`config.mk`:
```
export PLATFORM = sky130hd
export DESIGN_NAME = fetch_queue_unit
export DESIGN_NICKNAME = d
export VERILOG_FILES = /design/src/rtl/fetch_queue_unit.sv
export SDC_FILE = /design/constraint.sdc
export NUM_CORES = 1
export LEC_CHECK = 0
export CAP_MARGIN = 20
export CORE_MARGIN = 2
export CORE_UTILIZATION = 56
export DETAILED_ROUTE_END_ITERATION = 8
export MAX_ROUTING_LAYER = met4
export PLACE_DENSITY = 0.82
export SETUP_SLACK_MARGIN = 0.3
export SLEW_MARGIN = 15
export SYNTH_ARGS = -nofsm -noshare
export SYNTH_HDL_FRONTEND = slang
export SYNTH_SLANG_ARGS = --single-unit
```
`constraint.sdc`:
```
create_clock -name clk -period 3.7 [get_ports clk]
set_clock_uncertainty 0.05 [all_clocks]
set_input_delay 0.925 -clock clk [delete_from_list [all_inputs] [get_ports clk]]
set_output_delay 0.925 -clock clk [all_outputs]
set_load 0.01 [all_outputs]
```
`src/rtl/fetch_queue_unit.sv`:
```
// Instruction-fetch front end: issues sequential ICache reads under a credit limit, buffers returned
// words with their index for decode, and handles redirects by flushing and dropping stale responses.
module fetch_queue_unit #(
    parameter int                   IDX_W     = 32,
    parameter int                   DATA_W    = 32,
    parameter int                   DEPTH     = 4,
    parameter logic [IDX_W-1:0]     RESET_IDX = IDX_W'(5)
) (
    input  logic              clk,
    input  logic              reset,
    input  logic              redirect_valid,
    input  logic [IDX_W-1:0]  redirect_index,
    input  logic [IDX_W-1:0]  redirect_delta,
    output logic              ic_req_valid,
    input  logic              ic_req_ready,
    output logic [IDX_W-1:0]  ic_req_index,
    input  logic              ic_rsp_valid,
    input  logic [DATA_W-1:0] ic_rsp_data,
    output logic              dec_valid,
    input  logic              dec_ready,
    output logic [DATA_W-1:0] dec_instr,
    output logic [IDX_W-1:0]  dec_index
);

    localparam int PTR_W = $clog2(DEPTH);
    localparam int CNT_W = PTR_W + 1;

    logic [IDX_W-1:0]  fetch_idx;
    logic [IDX_W-1:0]  rsp_idx;
    logic [CNT_W-1:0]  outstanding;
    logic [CNT_W-1:0]  count;
    logic [CNT_W-1:0]  drop;
    logic [PTR_W-1:0]  rd_ptr;
    logic [PTR_W-1:0]  wr_ptr;
    logic [DATA_W-1:0] mem_data [DEPTH];
    logic [IDX_W-1:0]  mem_idx  [DEPTH];

    logic              credit_ok;
    logic              req_fire;
    logic              rsp_fire;
    logic              push;
    logic              pop;
    logic [IDX_W-1:0]  target;

    // Every word in flight or queued holds one credit, so the queue can never overflow.
    assign credit_ok    = ({1'b0, outstanding} + {1'b0, count}) < (CNT_W + 1)'(DEPTH);
    assign ic_req_valid = reset && !redirect_valid && credit_ok;
    assign ic_req_index = fetch_idx;
    assign req_fire     = ic_req_valid && ic_req_ready;

    assign rsp_fire = ic_rsp_valid && (outstanding != '0);
    assign push     = rsp_fire && (drop == '0) && !redirect_valid;
    assign target   = redirect_index + redirect_delta + IDX_W'(1);

    assign dec_valid = (count != '0);
    assign pop       = dec_valid && dec_ready;
    assign dec_instr = dec_valid ? mem_data[rd_ptr] : '0;
    assign dec_index = dec_valid ? mem_idx[rd_ptr]  : '0;

    // NOTE: state registers use non-blocking assignments so every flop samples pre-edge values.
    always_ff @(posedge clk or negedge reset) begin
        if (!reset) begin
            fetch_idx   <= RESET_IDX;
            rsp_idx     <= RESET_IDX;
            outstanding <= '0;
            count       <= '0;
            drop        <= '0;
            rd_ptr      <= '0;
            wr_ptr      <= '0;
        end else if (redirect_valid) begin
            // A response landing this cycle is already stale; only the rest must be dropped later.
            fetch_idx   <= target;
            rsp_idx     <= target;
            count       <= '0;
            rd_ptr      <= '0;
            wr_ptr      <= '0;
            outstanding <= outstanding - CNT_W'(rsp_fire);
            drop        <= outstanding - CNT_W'(rsp_fire);
        end else begin
            if (req_fire)
                fetch_idx <= fetch_idx + IDX_W'(1);

            if (req_fire && !rsp_fire)
                outstanding <= outstanding + CNT_W'(1);
            else if (!req_fire && rsp_fire)
                outstanding <= outstanding - CNT_W'(1);

            if (rsp_fire && (drop != '0))
                drop <= drop - CNT_W'(1);

            if (push) begin
                rsp_idx <= rsp_idx + IDX_W'(1);
                wr_ptr  <= wr_ptr + PTR_W'(1);
            end
            if (pop)
                rd_ptr <= rd_ptr + PTR_W'(1);

            if (push && !pop)
                count <= count + CNT_W'(1);
            else if (!push && pop)
                count <= count - CNT_W'(1);
        end
    end

    // NOTE: queue storage has no reset; outputs are gated by dec_valid so stale entries never show.
    always_ff @(posedge clk) begin
        if (push) begin
            mem_data[wr_ptr] <= ic_rsp_data;
            mem_idx[wr_ptr]  <= rsp_idx;
        end
    end

    a_no_spurious_rsp: assert property (@(posedge clk) disable iff (!reset)
        !(ic_rsp_valid && (outstanding == '0)));

endmodule
```
==> out/results.tsv <==
stage	metric	value	unit
status	status	finished clean	
detailed_routing	wl_per_cell	19.5	µm
worst_hold_path	hold_class	in2async	
critical_path	arrival	2.38	ns
detailed_routing	drtAntennaViolNets	0	
sta	tightest_slew	0.594	ns
clocking	clockBufferDepth	3	
sta	drv_slew	0	
critical_path	cp.required	2.72	ns
layout	diodes	0	
power	finalPower	12100	µW
placement	io_buffers	199	
logic_synthesis	ys_async_sr_fraction	23.1	%
clocking	clkSinkCount	333	
global_routing	grt-ovfl-total	0	
power	p_leak	0.00779	µW
detailed_routing	drt-total-wl	35300	µm
placement	gp_congestion	0.886	
global_routing	grt_usage	24.2	%
floorplan	fp.dieH	172	µm
logic_synthesis	yosysWarnings	0	
power	clockPowerShare	28.8	%
global_routing	grt_pass1_wl	53900	µm
sta	grt_setup_unrepaired	false	
logic_synthesis	synthDistinctLibCells	64	
critical_path	critPathKind	reg2out	
layout	area_growth	27.4	%
clocking	clock_latency	0.51	ns
floorplan	placementRows	61	
clocking	cts_htree_levels	2	
power	peakVddDrop	0.304	mV
placement	dp_hpwl	22800	µm
floorplan	io_pins	200	
logic_synthesis	synth_ff_type	edfxtp_1	
clocking	cts_tree	built	
power	p_int	8610	µW
power	pwr_density_cell	606	nW/µm²
sta	max_slew_margin	60.4	%
power	power.share.switching	29.1	%
layout	final_area	20000	µm²
sta	tns	0	ns
placement	place_area	18500	µm²
logic_synthesis	synth_edf_count	256	
critical_path	critical_path_peak_fanout	7	
global_routing	grt_pass1_vias	10400	
power	seq_power_share	38.8	%
sta	hold_slack	0.419	ns
layout	layout-drive-gt1-share	15.1	%
power	power.share.combinational	32.4	%
critical_path	setup.worst_path.end_class	primary output	
critical_path	cp-start-kind	flop	
logic_synthesis	syn_nets	1305	
floorplan	die_area	29400	µm²
sta	timing.final.crit_share	90.8	%
logic_synthesis	syn_area	15700	µm²
sta	finalHoldViolations	0	
logic_synthesis	synth_cells	1157	
sta	finalWorstPathRequiredPeriod	3.36	ns
detailed_routing	vias_per_cell	5.78	
logic_synthesis	synth_area_per_cell	13.6	µm²
logic_synthesis	ys_seq_area_share	61.2	%
floorplan	core	27700	µm²
clocking	root_buffer	clkbuf_16	
layout	nets	1552	
floorplan	start_util	56.8	%
clocking	path_clk_slew	0.07	ns
sta	setup_viol	0	
detailed_routing	num_vias	10400	
detailed_routing	first_iter_violations	889	
clocking	cts_made_buffers	34	
detailed_routing	drc	0	
detailed_routing	drtPass1Iterations	5	
global_routing	antenna_found_initial	0	
global_routing	grt_max_degree	66	
clocking	ctsHoldBuffers	0	
run	cap_violations	0	
floorplan	die_x	172	µm
logic_synthesis	synth-seq-cells	333	
power	switchingPower	3530	µW
sta	fmax	298	MHz
[flip-flops by register name, summed over array words and instances, names as in the netlist]
name / flops
count: 3
drop: 3
ic_req_index: 32
mem_data: 128
mem_idx: 128
outstanding: 3
rd_ptr: 2
rsp_idx: 32
wr_ptr: 2
[cell type report]
class,instances,area (µm²)
multi-input combinational,745,5850
clock inverter,16,163
inverter,24,90.1
fill,1790,7670
sequential,333,9630
timing repair buffer,266,2830
clock buffer,45,998
tap,378,473
[final timing paths]
kind | from | cells after the start | endpoint | slack (ns)
max in group asynchronous | reset | 3 | ic_req_index[28]$_DFFE_PN0P_ | 2.24
max | rd_ptr[0]$_DFFE_PN0P_ | 5 | dec_instr[27] | 0.34
min reg2reg | outstanding[2]$_DFFE_PN0P_ | 1 | outstanding[2]$_DFFE_PN0P_ | 0.53
min | reset | 2 | rsp_idx[6]$_DFFE_PN0P_ | 0.42
max reg2reg | outstanding[2]$_DFFE_PN0P_ | 10 | ic_req_index[31]$_DFFE_PN0P_ | 0.79
min in group clk | outstanding[2]$_DFFE_PN0P_ | 1 | outstanding[2]$_DFFE_PN0P_ | 0.53
[timing repair]
action,CTS,global route
setup endpoints to repair,68,64
setup buffers,9,4
gates resized for setup,14,59
pin swaps,8,4
cloned,0,3
[cells in the mapped netlist, types with 18 or more instances]
library cell | count | area share [%]
and2_1 | 71 | 2.8
xor2_1 | 30 | 1.7
nand3_1 | 34 | 1.1
and3_1 | 23 | 0.91
a21oi_1 | 86 | 2.7
xnor2_1 | 53 | 3.0
mux4_2 | 64 | 9.2
inv_1 | 24 | 0.57
nor3_1 | 18 | 0.57
nand2_1 | 84 | 2.0
dfrtp_1 | 73 | 12
clkbuf_1 | 36 | 0.86
edfxtp_1 | 256 | 49
ha_1 | 43 | 3.4
o21ai_0 | 25 | 0.80
nor2_1 | 76 | 1.8
[layout by cell type (no fill, tap or decap), types with 42 or more instances in the layout]
master and count:
dfrtp_1 71, ha_1 42, xnor2_1 53, and2_1 71, nand2_1 84, mux4_2 64, clkbuf_16 42, edfxtp_1 256
a21oi_1 86, dlymetal6s2s_1 50, nor2_1 76, clkdlybuf4s50_1 139, buf_4 51
[critical path: stages, from the launching register on]
cell	delay (ns)
dfrtp_4	0.45
buf_12	0.15
clkbuf_16	0.17
mux4_2	0.48
and2_1	0.16
clkdlybuf4s50_1	0.47
[power by group through the flow]
stage	Clock [µW]	Combinational [µW]	Sequential [µW]
floorplan	0	2050	4680
global route	3700	4270	4750
detailed placement	0	3670	4820
global placement	0	3610	4790
finish	3490	3940	4710
CTS	3550	3820	4720
[per-layer routing]
layer	track usage [%]	vias up	wire length, µm
li1	-	4842	-
met1	32.8	5167	15300
met2	39.5	391	17200
met3	3.50	49	2230
met4	5.56	0	608
met5	-	-	0
[per-stage QoR]
step / setup WS [ns] / cells / util (%)
floorplan: 0.340 / 1157 / -
global placement: -0.223 / 1730 / 66.8
detailed placement: -0.295 / 1730 / 66.8
CTS: 0.228 / 1800 / 71.3
global route: 0.265 / 1807 / 72.3
finish: 0.340 / 1807 / 72.3
[cell families (layout without fill, tap and decap cells)]
logic type / after synthesis / after routing / synth area share [%]
and+or+nand+nor: 358 / 358 / 11.6
DFF: 333 / 333 / 61.2
AOI/OAI and AO/OA: 188 / 188 / 7.32
xor gates and xnor gates: 83 / 83 / 4.62
buffers and inverters: 79 / 351 / 1.95
muxes: 70 / 70 / 9.55
adders and majority gates: 46 / 46 / 3.80
(Power assumes the default switching activity.)
==> variant (same flow settings) <==
Set the parameter `IDX_W` to 28 (it was 32).
--- a/src/rtl/fetch_queue_unit.sv
+++ b/src/rtl/fetch_queue_unit.sv
@@ -1,7 +1,7 @@
 // Instruction-fetch front end: issues sequential ICache reads under a credit limit, buffers returned
 // words with their index for decode, and handles redirects by flushing and dropping stale responses.
 module fetch_queue_unit #(
-    parameter int                   IDX_W     = 32,
+    parameter int                   IDX_W     = 28,
     parameter int                   DATA_W    = 32,
     parameter int                   DEPTH     = 4,
     parameter logic [IDX_W-1:0]     RESET_IDX = IDX_W'(5)
Ports: changed (resized dec_index, ic_req_index, redirect_delta and redirect_index); port bits go from 200 to 184. No check against the original RTL was run, so the function may have changed too.
==> variant against the unedited design <==
Power shrank 12%; synthesized cell count shrank 11%; synthesized area shrank 7.5%; sequential share of layout area grew 1.2 points; design area shrank 9.4%; cell count shrank 11%; core utilization shrank 0.64 points; routed wire length shrank 12%; critical path type unchanged; via count shrank 11%; critical endpoint is now ic_req_valid; worst setup slack gained 0.015 ns; sequential cell count shrank 24.
==> variant: results (changes against the unedited design) <==
[clock_tree]
h-tree-depth=1  ; -1
worstSkewPairLatency_ns=0.53  ; +0.02 ns
cts_buffers=29  ; -15%

[timing]
holdWs_ns=0.417  ; -0.00128 ns
maxSlewHeadroom=0.480  ; -0.124

[final_layout]
finalNetCount=1385  ; -11%
fin_cells=1601  ; -11%
layout-drive-gt1-share=0.144  ; -0.00717
n_fill_cell=1680  ; -6.1%
post-route-cell-area_sq_mm=0.0181  ; -9.4%

[yosys]
synth_common_cells=edfxtp_1, nand2_1, a21oi_1, and2_1, dfrtp_1
syn_avg_cell_area_sq_um=14.1  ; +3.8%
synth.distinct_cells=66  ; +3.1%
synth_edf_count=240  ; -6.3%
async_flop_share=0.223  ; -0.00793
syn_nets=1167  ; -11%

[global_route]
grt_first_pass_wirelength_um=49300  ; -8.5%
first_global_vias=9433  ; -9.0%

[drt]
drtIter0Drc=710  ; -20%
vias=9294  ; -11%
wire_per_inst_um=19.4  ; -0.58%

[power_and_ir_drop]
switching_power_uw=3120  ; -12%
p_leak_uw=0.00674  ; -13%

[outcome]
outcome=finished, final reports clean

[placed_design]
dpl_worst_slack_ns=0.0139  ; +0.309 ns
dp_hpwl_um=20300  ; -11%
port_buffers=183  ; -8.0%

[critical_path]
worstPathMaxFanout=4  ; -3

-- variant: cell count changes after synthesis, moves of 6 or more --
cell | unedited run | this run
a21oi_1 | 86 | 65
nor2_1 | 76 | 55
nand2_1 | 84 | 67
edfxtp_1 | 256 | 240
xnor2_1 | 53 | 38
buf_1 | 11 | 2
dfrtp_1 | 73 | 65
o211ai_1 | 9 | 1
and2_1 | 71 | 65
nand3_1 | 34 | 28
nand4_1 | 13 | 19
-- variant: cell type report --
| type | instances | area share |
|---|---|---|
| clock buffer | 38 | 0.0454 |
| clock inverter | 15 | 0.00731 |
| inverter | 21 | 0.00434 |
| timing repair buffer | 233 | 0.133 |
| sequential | 309 | 0.493 |
| multi-input combinational | 655 | 0.295 |
| tap | 330 | 0.0227 |
-- variant: what timing repair did --
item                                    CTS  global route
resized for setup                        47            25
hold buffers                              0             0
endpoints found under the setup margin   61            26
setup buffers                            12            10
gates cloned                              1             0
pin swaps                                 1             1
-- variant: power groups by stage --
stage | sequential, uW | clock (uW) | combinational (uW)
floorplan | 4360 | 0 | 1890
global placement | 4450 | 0 | 3210
detailed placement | 4480 | 0 | 3270
CTS | 4380 | 2990 | 3330
global route | 4430 | 3130 | 3720
finish | 4390 | 2940 | 3410
-- variant: routing by layer --
layer / vias up / global-route usage / part of all wire
met3: 60 / 0.0430 / 0.079
met2: 343 / 0.381 / 0.47
met1: 4527 / 0.324 / 0.43
li1: 4364 / - / -
met4: 0 / 0.0593 / 0.023
met5: - / - / 0
-- variant: worst max-delay path: stages (launching register included) --
cell and delay, ns:
dfrtp_2 0.44, ha_1 0.34, nor4_4 0.32, and3_1 0.21
clkdlybuf4s50_1 0.53
-- variant: cells by family after synthesis --
| group | Yosys count | share of synthesized area |
|---|---|---|
| adder cells (fa/ha/maj) | 42 | 0.0377 |
| multiplexers | 72 | 0.101 |
| buffers and inverters | 67 | 0.0182 |
| AO/OA/AOI/OAI | 164 | 0.0728 |
| flip-flops | 309 | 0.615 |
| XOR/XNOR | 71 | 0.0428 |
| AND/OR/NAND/NOR | 306 | 0.113 |
-- variant: worst max path at each step --
stage / start / to / slack (ns)
final: outstanding[2]$_DFFE_PN0P_ / ic_req_valid / 0.35
after global routing: outstanding[2]$_DFFE_PN0P_ / ic_req_valid / 0.29
after detailed placement: redirect_index[0] / rsp_idx[24]$_DFFE_PN0P_ / 0.01
after CTS: rd_ptr[0]$_DFFE_PN0P_ / dec_instr[12] / 0.20
after global placement: redirect_index[0] / rsp_idx[24]$_DFFE_PN0P_ / 0.06
after floorplan: ic_rsp_valid / mem_data[0][0]$_DFFE_PP_ / 0.65
